<file path="src/rtl/seg7_scan_driver.sv">
// -----------------------------------------------------------------------------
// seg7_scan_driver
// Time-multiplexed hex driver for N_DIGITS common-anode seven-segment digits.
// A prescaler divides the clock into digit slots. Each slot selects one digit,
// decodes its nibble and drives that digit's anode. A free-running 4-bit PWM
// counter sets brightness. Loads go into a shadow buffer, which is copied to
// the display registers only when the scan wraps from the last digit to digit
// 0, so a frame never shows a mix of old and new data.
//
// Parameters:
//   N_DIGITS   number of digits scanned (1..16)
//   PRESCALE   clock cycles per digit slot (>= 2)
//   ACTIVE_LOW 1: segments/dp/anodes active-low, 0: active-high
//
// Ports:
//   clock, reset           rising-edge clock, async active-low reset
//   data_in, dp_in, load   nibble/dp data and capture strobe (digit 0 rightmost)
//   digit_en               per-digit enable mask
//   blank_lz               leading-zero blanking enable
//   brightness             PWM duty (0 = 1/16 .. 15 = always on)
//   segments, dp, anodes   registered display outputs, {g,f,e,d,c,b,a}
//   pending                shadow holds data not yet displayed
//   frame_tick             one-cycle pulse after a commit
// -----------------------------------------------------------------------------
module seg7_scan_driver #(
  parameter int N_DIGITS   = 8,
  parameter int PRESCALE   = 100000,
  parameter int ACTIVE_LOW = 1
) (
  input  logic                  clock,
  input  logic                  reset,
  input  logic [4*N_DIGITS-1:0] data_in,
  input  logic [N_DIGITS-1:0]   dp_in,
  input  logic                  load,
  input  logic [N_DIGITS-1:0]   digit_en,
  input  logic                  blank_lz,
  input  logic [3:0]            brightness,
  output logic [6:0]            segments,
  output logic                  dp,
  output logic [N_DIGITS-1:0]   anodes,
  output logic                  pending,
  output logic                  frame_tick
);

  localparam int IDX_W = $clog2((N_DIGITS > 1) ? N_DIGITS : 2);
  localparam int PRE_W = $clog2(PRESCALE);
  localparam logic [PRE_W-1:0] PRE_LAST = PRE_W'(PRESCALE - 1);
  localparam logic [IDX_W-1:0] IDX_LAST = IDX_W'(N_DIGITS - 1);
  localparam logic             POL      = (ACTIVE_LOW != 0);

  // Active-high gfedcba pattern for one hex nibble.
  function automatic logic [6:0] hex_to_seg(input logic [3:0] nib);
    logic [6:0] seg;
    case (nib)
      4'h0:    seg = 7'b0111111;
      4'h1:    seg = 7'b0000110;
      4'h2:    seg = 7'b1011011;
      4'h3:    seg = 7'b1001111;
      4'h4:    seg = 7'b1100110;
      4'h5:    seg = 7'b1101101;
      4'h6:    seg = 7'b1111101;
      4'h7:    seg = 7'b0000111;
      4'h8:    seg = 7'b1111111;
      4'h9:    seg = 7'b1101111;
      4'hA:    seg = 7'b1110111;
      4'hB:    seg = 7'b1111100;
      4'hC:    seg = 7'b0111001;
      4'hD:    seg = 7'b1011110;
      4'hE:    seg = 7'b1111001;
      4'hF:    seg = 7'b1110001;
      default: seg = 7'b0000000;
    endcase
    return seg;
  endfunction

  logic [PRE_W-1:0]      presc_r;
  logic [IDX_W-1:0]      idx_r;
  logic [3:0]            pwm_r;
  logic [4*N_DIGITS-1:0] shadow_data_r;
  logic [N_DIGITS-1:0]   shadow_dp_r;
  logic [4*N_DIGITS-1:0] disp_data_r;
  logic [N_DIGITS-1:0]   disp_dp_r;
  logic                  pending_r;
  logic                  frame_tick_r;

  logic                  slot_end_s;
  logic                  wrap_s;
  logic                  commit_s;
  logic [N_DIGITS-1:0]   blank_s;
  logic                  zero_above_s;
  logic [3:0]            nib_s;
  logic                  lit_s;
  logic [6:0]            seg_ah_s;
  logic                  dp_ah_s;
  logic [N_DIGITS-1:0]   an_ah_s;

  assign slot_end_s = (presc_r == PRE_LAST);
  assign wrap_s     = slot_end_s && (idx_r == IDX_LAST);
  assign commit_s   = wrap_s && pending_r;

  // Slot prescaler: counts 0..PRESCALE-1 and wraps.
  always_ff @(posedge clock or negedge reset) begin
    if (!reset)          presc_r <= '0;
    else if (slot_end_s) presc_r <= '0;
    else                 presc_r <= presc_r + PRE_W'(1);
  end

  // Digit index: advances at each slot end; with one digit it stays at 0.
  always_ff @(posedge clock or negedge reset) begin
    if (!reset) begin
      idx_r <= '0;
    end else if (slot_end_s) begin
      if (idx_r == IDX_LAST) idx_r <= '0;
      else                   idx_r <= idx_r + IDX_W'(1);
    end
  end

  // Free-running brightness PWM counter.
  always_ff @(posedge clock or negedge reset) begin
    if (!reset) pwm_r <= 4'd0;
    else        pwm_r <= pwm_r + 4'd1;
  end

  // Shadow/display double buffer. A commit copies the pre-edge shadow, so a
  // load on the same edge lands in the shadow and stays pending.
  always_ff @(posedge clock or negedge reset) begin
    if (!reset) begin
      shadow_data_r <= '0;
      shadow_dp_r   <= '0;
      disp_data_r   <= '0;
      disp_dp_r     <= '0;
      pending_r     <= 1'b0;
      frame_tick_r  <= 1'b0;
    end else begin
      if (commit_s) begin
        disp_data_r <= shadow_data_r;
        disp_dp_r   <= shadow_dp_r;
      end
      if (load) begin
        shadow_data_r <= data_in;
        shadow_dp_r   <= dp_in;
      end
      pending_r    <= load | (pending_r & ~commit_s);
      frame_tick_r <= commit_s;
    end
  end

  // Leading-zero mask: digit i is blank when every nibble from the top down
  // to i is zero. Digit 0 is never blanked.
  always_comb begin
    blank_s      = '0;
    zero_above_s = blank_lz;
    for (int i = N_DIGITS - 1; i >= 1; i--) begin
      zero_above_s = zero_above_s & (disp_data_r[4*i +: 4] == 4'h0);
      blank_s[i]   = zero_above_s;
    end
  end

  // Active-high pattern for the currently selected digit.
  always_comb begin
    nib_s    = disp_data_r[{idx_r, 2'b00} +: 4];
    lit_s    = digit_en[idx_r] & ~blank_s[idx_r] & (pwm_r <= brightness);
    seg_ah_s = 7'b0000000;
    dp_ah_s  = 1'b0;
    an_ah_s  = '0;
    if (lit_s) begin
      seg_ah_s = hex_to_seg(nib_s);
      dp_ah_s  = disp_dp_r[idx_r];
      an_ah_s  = N_DIGITS'(1) << idx_r;
    end else begin
      seg_ah_s = 7'b0000000;
      dp_ah_s  = 1'b0;
      an_ah_s  = '0;
    end
  end

  // Registered output stage with board polarity applied.
  always_ff @(posedge clock or negedge reset) begin
    if (!reset) begin
      segments <= {7{POL}};
      dp       <= POL;
      anodes   <= {N_DIGITS{POL}};
    end else begin
      segments <= seg_ah_s ^ {7{POL}};
      dp       <= dp_ah_s ^ POL;
      anodes   <= an_ah_s ^ {N_DIGITS{POL}};
    end
  end

  assign pending    = pending_r;
  assign frame_tick = frame_tick_r;

endmodule

</file>
<file path="config.mk">
export PLATFORM = sky130hd
export DESIGN_NAME = seg7_scan_driver
export DESIGN_NICKNAME = d
export VERILOG_FILES = /design/src/rtl/seg7_scan_driver.sv
export SDC_FILE = /design/constraint.sdc
export NUM_CORES = 1
export LEC_CHECK = 0
export BUFFER_PORTS_ARGS = -buffer_cell sky130_fd_sc_hd__buf_4
export CAP_MARGIN = 10
export CORE_UTILIZATION = 45
export DETAILED_ROUTE_END_ITERATION = 8
export HOLD_SLACK_MARGIN = 0.03
export PLACE_DENSITY = 0.75
export SETUP_SLACK_MARGIN = 0.15
export SLEW_MARGIN = 20
export SYNTH_ARGS = -nofsm -noshare
export SYNTH_HDL_FRONTEND = slang
export SYNTH_SLANG_ARGS = --single-unit
</file>
<file path="constraint.sdc">
create_clock -name clock -period 2.7 [get_ports clock]
set_input_delay 0.81 -clock clock [delete_from_list [all_inputs] [get_ports clock]]
set_output_delay 0.81 -clock clock [all_outputs]
set_load 0.02 [all_outputs]
</file>
==> results by group, run 1 <==
Clock tree
  • Maximum clock path buffer count: 2
  • TritonCTS Buffers: 17
  • Worst skew pair latency: 0.41 ns
  • H-tree depth: 4
  • CTS tree: done
  • Root Buffer: clkbuf_16
  • Clk sinks: roughly 120
  • Clk pin slew, worst setup/hold paths: 0.06 ns
  • Post-CTS setup buffers: 0

Critical path
  • Crit path to: disp_data_r[4]$_DFFE_PN0P_
  • Worst setup path category: flop to flop
  • CP endpoint kind: flop
  • Setup crit start: idx_r[1]$_DFFE_PN0N_
  • Reg2reg path depth: 6
  • Worst Path Required: around 3 ns
  • Critical R2R Capture: disp_data_r[4]$_DFFE_PN0P_
  • Reg2Reg Launch Point: idx_r[1]$_DFFE_PN0N_
  • Reg2Reg Setup Slack: 0.30 ns
  • Crit start category: flop
  • CP Max Fanout: 17
  • Critical path arrival: roughly 2.7 ns

Synthesis
  • Post-Synth Simple-Gate Area: 0.0766
  • Ys flop type: dfrtp_1
  • Post-Synth XOR/XNOR Area: 0.0264
  • Avg Inst Size Synth: approximately 14 sq um
  • Yosys warns: 0
  • Post-synthesis cell count: roughly 400
  • Post-synthesis mux area share: 0.247
  • Async S/R FF share, synth: 1.00
  • Synthesized Nets: roughly 480
  • Yosys cell types: 44
  • Mapped Area: 5630 sq um
  • Synth Area in Compound Gates: 0.0331
  • Area leader, netlist: dfrtp_1
  • Number of synthesized flops with an enable pin: 0
  • Post-synthesis register bit count: between 100 and 150
  • Synth top area cells: dfrtp_1 (47%), mux2_4 (10%), mux2_2 (8.6%)
  • Adder-Cell Fraction of Synth Area: 0.0400
  • Synth top area share: 0.471
  • Largest family of logic cells by synthesized area: multiplexers
  • Sequential fraction of the synthesis area: 0.546

Floorplan
  • Die area: roughly 13,000 sq um
  • Die Y: between 100 and 150 microns
  • Row cnt: 40
  • Core area: 12,100 sq um
  • Die W: 114 microns
  • I/O Pins: 74
  • Starting density of the core: 0.465

Place
  • DP HPWL: ~7.6 mm
  • Routability congestion estimate: roughly 0.8
  • PortBufs: 73
  • DP Worst Slack: between 0.2 and 0.3 ns

STA
  • Final hold violation count: 0
  • Final setup margin: roughly 0.3 ns
  • Clock Skews: about 0.0061 ns
  • RSZ-0062 raised after global routing: false
  • Final setup viols: 0
  • Fin. max-slew vios: 0
  • Total negative slack: 0 ns
  • F_max: around 420 MHz
  • Final critical-path required period: approximately 2.4 ns
  • Slew at the pin closest to its max-slew limit: about 0.63 ns
  • Relative slew margins: 0.579
  • Final cycle utilization of the critical path: 0.889

Power and ir drop
  • Leakage power total: ~0.0034 uW
  • VDD IR max: around 0.0003 V
  • PwrDens: around 660 nW/um^2
  • Pwr Total: around 4600 uW

Cells and area
  • Net count, final: 559
  • Diodes inserted: 0
  • Share of cells above drive strength 1: 0.457
  • Reg area: ~3100 sq um
  • Area of the multi-input gates: 2390 sq um
  • Fillers: 965
  • P&R area growth vs syn: 24.6%

Detailed routing
  • WL met2: 5.37 mm
  • 1st-iter DRT viols: 219
  • Drt pass-1 iters: 5
  • Vias per inst: ~5.1
  • Vias post-DR: 3,398
  • Max layer used: met4
  • WL per Instance: 16.7 microns
  • WL met3: around 390 microns
  • Antenna violation net count after detailed routing: 0
  • Wl on met1: 5.17 mm
  • Drt total wl: around 11 mm
  • Residual DRC: 0

Global routing
  • All-Layer GR Usage: 0.192
  • Vias in the first global route: 3,643
  • Largest net degree at the start of global routing: 95
  • Initial antenna violation count: 0
  • Global-route wire length before repair: 18.6 mm
  • Overflow after GRT: 0

Job
  • Max cap viols: 0

Run status
  • Status: complete, no violations

Min path
  • Worst min path class: input port to asynchronous set/reset pin
routing by layer:
| layer | track usage | vias to the layer above |
|---|---|---|
| met5 | 0 | - |
| met4 | 0.0823 | 0 |
| met2 | 0.303 | 74 |
| li1 | - | 1598 |
| met1 | 0.255 | 1710 |
| met3 | 0.0441 | 16 |
layout by cell type (no fill, tap or decap), types with 3 or more instances in the layout:
cell type   instances
dfstp_2            16
mux4_2              9
buf_4              79
clkbuf_16          17
dfrtp_1           106
and3_1              3
bufinv_16           5
nand2_1            29
xor2_1              8
ha_1               18
a21oi_1             4
mux2_2             43
xnor2_1             9
buf_12              3
clkinvlp_4          5
nor4_1              7
clkinv_4            3
mux2i_1             9
nand3_1            17
nand4_1             5
inv_1              13
nor2_1             17
o221ai_1            3
mux2_4             39
o21ai_0             5
synthesized netlist by cell type (5+ instances only):
library cell    n
mux2_4         39
dfstp_2        16
mux2i_1         9
mux2_2         43
buf_2           5
nand2_1        29
nor4_1          8
nand3_1        17
ha_1           18
dfrtp_1       106
mux4_2          9
o21ai_0         5
xnor2_1         9
buf_6           5
inv_1          13
nand4_1         5
xor2_1          8
nor2_1         17
flip-flops by register name, indices dropped and copies added, names as in the netlist, 3 cells and up:
register       count
anodes             8
disp_data_r       32
disp_dp_r          8
idx_r              3
presc_r           17
pwm_r              4
segments           7
shadow_data_r     32
shadow_dp_r        8
worst max-delay path, cell delays in order (launching register included):
cell,delay [ns]
dfrtp_1,0.64
buf_4,0.29
ha_1,0.22
ha_1,0.26
nand3_4,0.28
buf_12,0.27
mux2_4,0.31
how the worst min path moves through the flow:
| stage | startpoint | endpoint | slack [ns] | depth (start not counted) |
|---|---|---|---|---|
| global route | reset | shadow_data_r[20]$_DFFE_PN0P_ | 0.35 | 1 |
| floorplan | pwm_r[0]$_DFF_PN0_ | pwm_r[0]$_DFF_PN0_ | 0.44 | 1 |
| global placement | pwm_r[0]$_DFF_PN0_ | pwm_r[0]$_DFF_PN0_ | 0.46 | 1 |
| finish | reset | frame_tick$_DFF_PN0_ | 0.32 | 1 |
| CTS | reset | frame_tick$_DFF_PN0_ | 0.32 | 1 |
| detailed placement | pwm_r[0]$_DFF_PN0_ | pwm_r[0]$_DFF_PN0_ | 0.48 | 1 |
stage by stage:
stage	instance area [sq um]	hold WS [ns]	std cells	utilization
after floorplan	5630	0.440	403	-
after global placement	6370	0.462	634	0.526
after detailed placement	6370	0.479	634	0.526
after CTS	7010	0.319	665	0.579
after global routing	7020	0.349	665	0.580
final	7020	0.321	665	0.580
logic make-up after synthesis:
logic type      after synthesis
flops                       122
mux                         101
simple gates                 88
buf+inv                      32
compound gates               25
fa+ha+maj                    18
xor+xnor                     17
what timing repair did:
| action | 4_1_cts | 5_1_grt |
|---|---|---|
| setup endpoints to repair | 0 | 2 |
| hold buffers | 0 | 0 |
| gates resized for setup | 0 | 1 |
where the power goes:
group	leakage, uW	switching (uW)	internal (uW)	total (uW)
clock	0.000298	834	1640	2470
sequential	0.00153	37.3	1900	1940
combinational	0.00153	95.7	124	220
area by class of cell:
| type | count | share of cell area |
|---|---|---|
| clock buffer | 17 | 0.0606 |
| sequential | 122 | 0.438 |
| clock inverter | 14 | 0.0317 |
| multi-input combinational | 249 | 0.340 |
| tap | 168 | 0.0299 |
| inverter | 13 | 0.00695 |
| timing repair buffer | 82 | 0.0930 |
Note: power is estimated with default switching activity, not from simulation.
==> run 2, diff against run 1 <==
--- a/config.mk
+++ b/config.mk
@@ -7,10 +7,11 @@
 export LEC_CHECK = 0
 export BUFFER_PORTS_ARGS = -buffer_cell sky130_fd_sc_hd__buf_4
 export CAP_MARGIN = 10
-export CORE_UTILIZATION = 45
+export CORE_UTILIZATION = 30
 export DETAILED_ROUTE_END_ITERATION = 8
 export HOLD_SLACK_MARGIN = 0.03
-export PLACE_DENSITY = 0.75
+export MAX_ROUTING_LAYER = met4
+export PLACE_DENSITY = 0.57
 export SETUP_SLACK_MARGIN = 0.15
 export SLEW_MARGIN = 20
 export SYNTH_ARGS = -nofsm -noshare
==> results by group, run 2 (synthesized netlist as in run 1, its figures left out) <==
Run status
  • Status: finished with violations
  • Failing checks: design-rule violations

Cells and area
  • Share of cells above drive strength 1: 0.462
  • Cell Count, Final, Fillers Out: around 730
  • P&R area growth vs syn: 26.1%
  • Net count, final: between 500 and 600
  • Most frequent cells in the layout: dfrtp_1 (106), buf_4 (83), mux2_2 (43), mux2_4 (39), nand2_1 (29)
  • Most common cell after layout, fill and taps aside: dfrtp_1
  • Fillers: between 1,500 and 2,000
  • Final core utilization: 0.390
  • Diodes inserted: 0
  • Biggest registers after layout: disp_data_r (32), shadow_data_r (32), presc_r (17)

Critical path
  • Slowest CP cell: mux4_1
  • Worst Path Required: 3.03 ns
  • CP Max Fanout: 11
  • Critical path arrival: approximately 2.7 ns
  • CP Cell Sequence: mux4_1 > nand2_1 > nand2_1 > ha_1 > or3_1 > o21ai_0 > o21ai_1
  • Worst path max stage delay: ~0.62 ns
  • CP endpoint kind: flop
  • Crit path top cell by count: nand2_1
  • Crit start category: flop
  • Worst setup path category: flop to flop

STA
  • Relative slew margins: 0.609
  • Clock Skews: approximately 0.0084 ns
  • Final setup margin: approximately 0.35 ns
  • RSZ-0062 raised after global routing: false
  • Final setup viols: 0
  • Fin. max-slew vios: 0
  • Slew at the pin closest to its max-slew limit: between 0.5 and 0.6 ns
  • Final cycle utilization of the critical path: 0.871
  • F_max: 425 MHz
  • Final critical-path required period: between 2 and 2.5 ns
  • Total negative slack: 0 ns
  • Final hold violation count: 0

Place
  • Cell count after placement: 699
  • DP Worst Slack: between 0.2 and 0.25 ns
  • DP HPWL: between 8 and 9 mm
  • PortBufs: 73
  • Routability congestion estimate: about 0.76

Detailed routing
  • 1st-iter DRT viols: 230
  • Drt total wl: approximately 12 mm
  • Antenna violation net count after detailed routing: 0
  • Residual DRC: 6
  • Vias per inst: 4.63
  • Vias post-DR: approximately 3,400
  • WL per Instance: between 15 and 20 microns
  • Drt pass-1 iters: 6

Clock tree
  • H-tree depth: 4
  • Clk sinks: 122
  • CTS tree: done
  • Maximum clock path buffer count: 2
  • TritonCTS Buffers: 17
  • Post-CTS setup buffers: 0
  • Root Buffer: clkbuf_16
  • Clk pin slew, worst setup/hold paths: around 0.05 ns
  • Worst skew pair latency: between 0.4 and 0.5 ns

Power and ir drop
  • PwrDens: about 640 nW/um^2
  • VDD IR max: 0.000473 V
  • Leakage power total: ~0.0034 uW

Floorplan
  • Core area: 18,200 sq um
  • Die area: between 15,000 and 20,000 sq um
  • Die W: 139 microns
  • Die Y: approximately 140 microns
  • I/O Pins: 74
  • Starting density of the core: 0.309
  • Row cnt: between 40 and 50

Global routing
  • Initial antenna violation count: 0
  • Largest net degree at the start of global routing: 75
  • Overflow after GRT: 0
  • Vias in the first global route: ~3,700
  • Global-route wire length before repair: 19.7 mm
  • All-Layer GR Usage: 0.136

Min path
  • Worst min path class: input port to asynchronous set/reset pin

Job
  • Max cap viols: 0
run 2: stage by stage:
| stage | area, sq um | power, uW | hold slack [ns] |
|---|---|---|---|
| floorplan | 5630 | 2060 | 0.440 |
| finish | 7100 | 4540 | 0.383 |
| detailed placement | 6470 | 2200 | 0.469 |
| global placement | 6470 | 2190 | 0.464 |
| CTS | 7100 | 4590 | 0.392 |
| global route | 7100 | 4710 | 0.394 |
run 2: final cells by class:
| cell class | count | area (sq um) | share of cell area |
|---|---|---|---|
| clock buffer | 20 | 467 | 0.0657 |
| clock inverter | 12 | 164 | 0.0231 |
| inverter | 13 | 48.8 | 0.00687 |
| multi-input combinational | 249 | 2380 | 0.335 |
| sequential | 122 | 3070 | 0.433 |
| tap | 229 | 287 | 0.0403 |
| timing repair buffer | 86 | 683 | 0.0962 |
run 2: per-layer routing:
metal,share of wire,GRT usage,up-vias,wire length [microns]
met5,0,-,-,0
met4,0.0059,0.0368,0,70
met3,0.045,0.0404,8,538
met2,0.46,0.203,79,5410
met1,0.49,0.179,1683,5810
li1,-,-,1616,-
run 2: critical path, delay by kind of cell, from the launching register on:
family	cells	cell delay, ns
simple gates	3	0.61
compound gates	2	0.16
mux	1	0.62
fa+ha+maj	1	0.27
flops	1	0.61
run 2: final timing paths:
kind	start	end	slack [ns]	depth (start not counted)
setup / recovery	idx_r[1]$_DFFE_PN0N_	segments[0]$_DFF_PN1_	0.35	7
hold / removal	reset	pwm_r[3]$_DFF_PN0_	0.38	2
setup reg to reg	idx_r[1]$_DFFE_PN0N_	segments[0]$_DFF_PN1_	0.35	7
hold reg to reg	pwm_r[0]$_DFF_PN0_	pwm_r[0]$_DFF_PN0_	0.48	1
max in group asynchronous	reset	shadow_data_r[8]$_DFFE_PN0P_	1.94	2
min in group clock	pwm_r[0]$_DFF_PN0_	pwm_r[0]$_DFF_PN0_	0.48	1
run 2: power by group:
| part | internal, uW | total, uW | switching, uW | leakage, uW |
|---|---|---|---|---|
| clock | 1540 | 2370 | 838 | 0.000307 |
| sequential | 1900 | 1940 | 37.2 | 0.00153 |
| combinational | 127 | 223 | 95.2 | 0.00154 |
| total | 3570 | 4540 | 971 | 0.00338 |
run 2: repair_timing:
item,CTS,global route
endpoints found under the setup margin,0,3
gates resized for setup,0,1
hold buffers,0,0
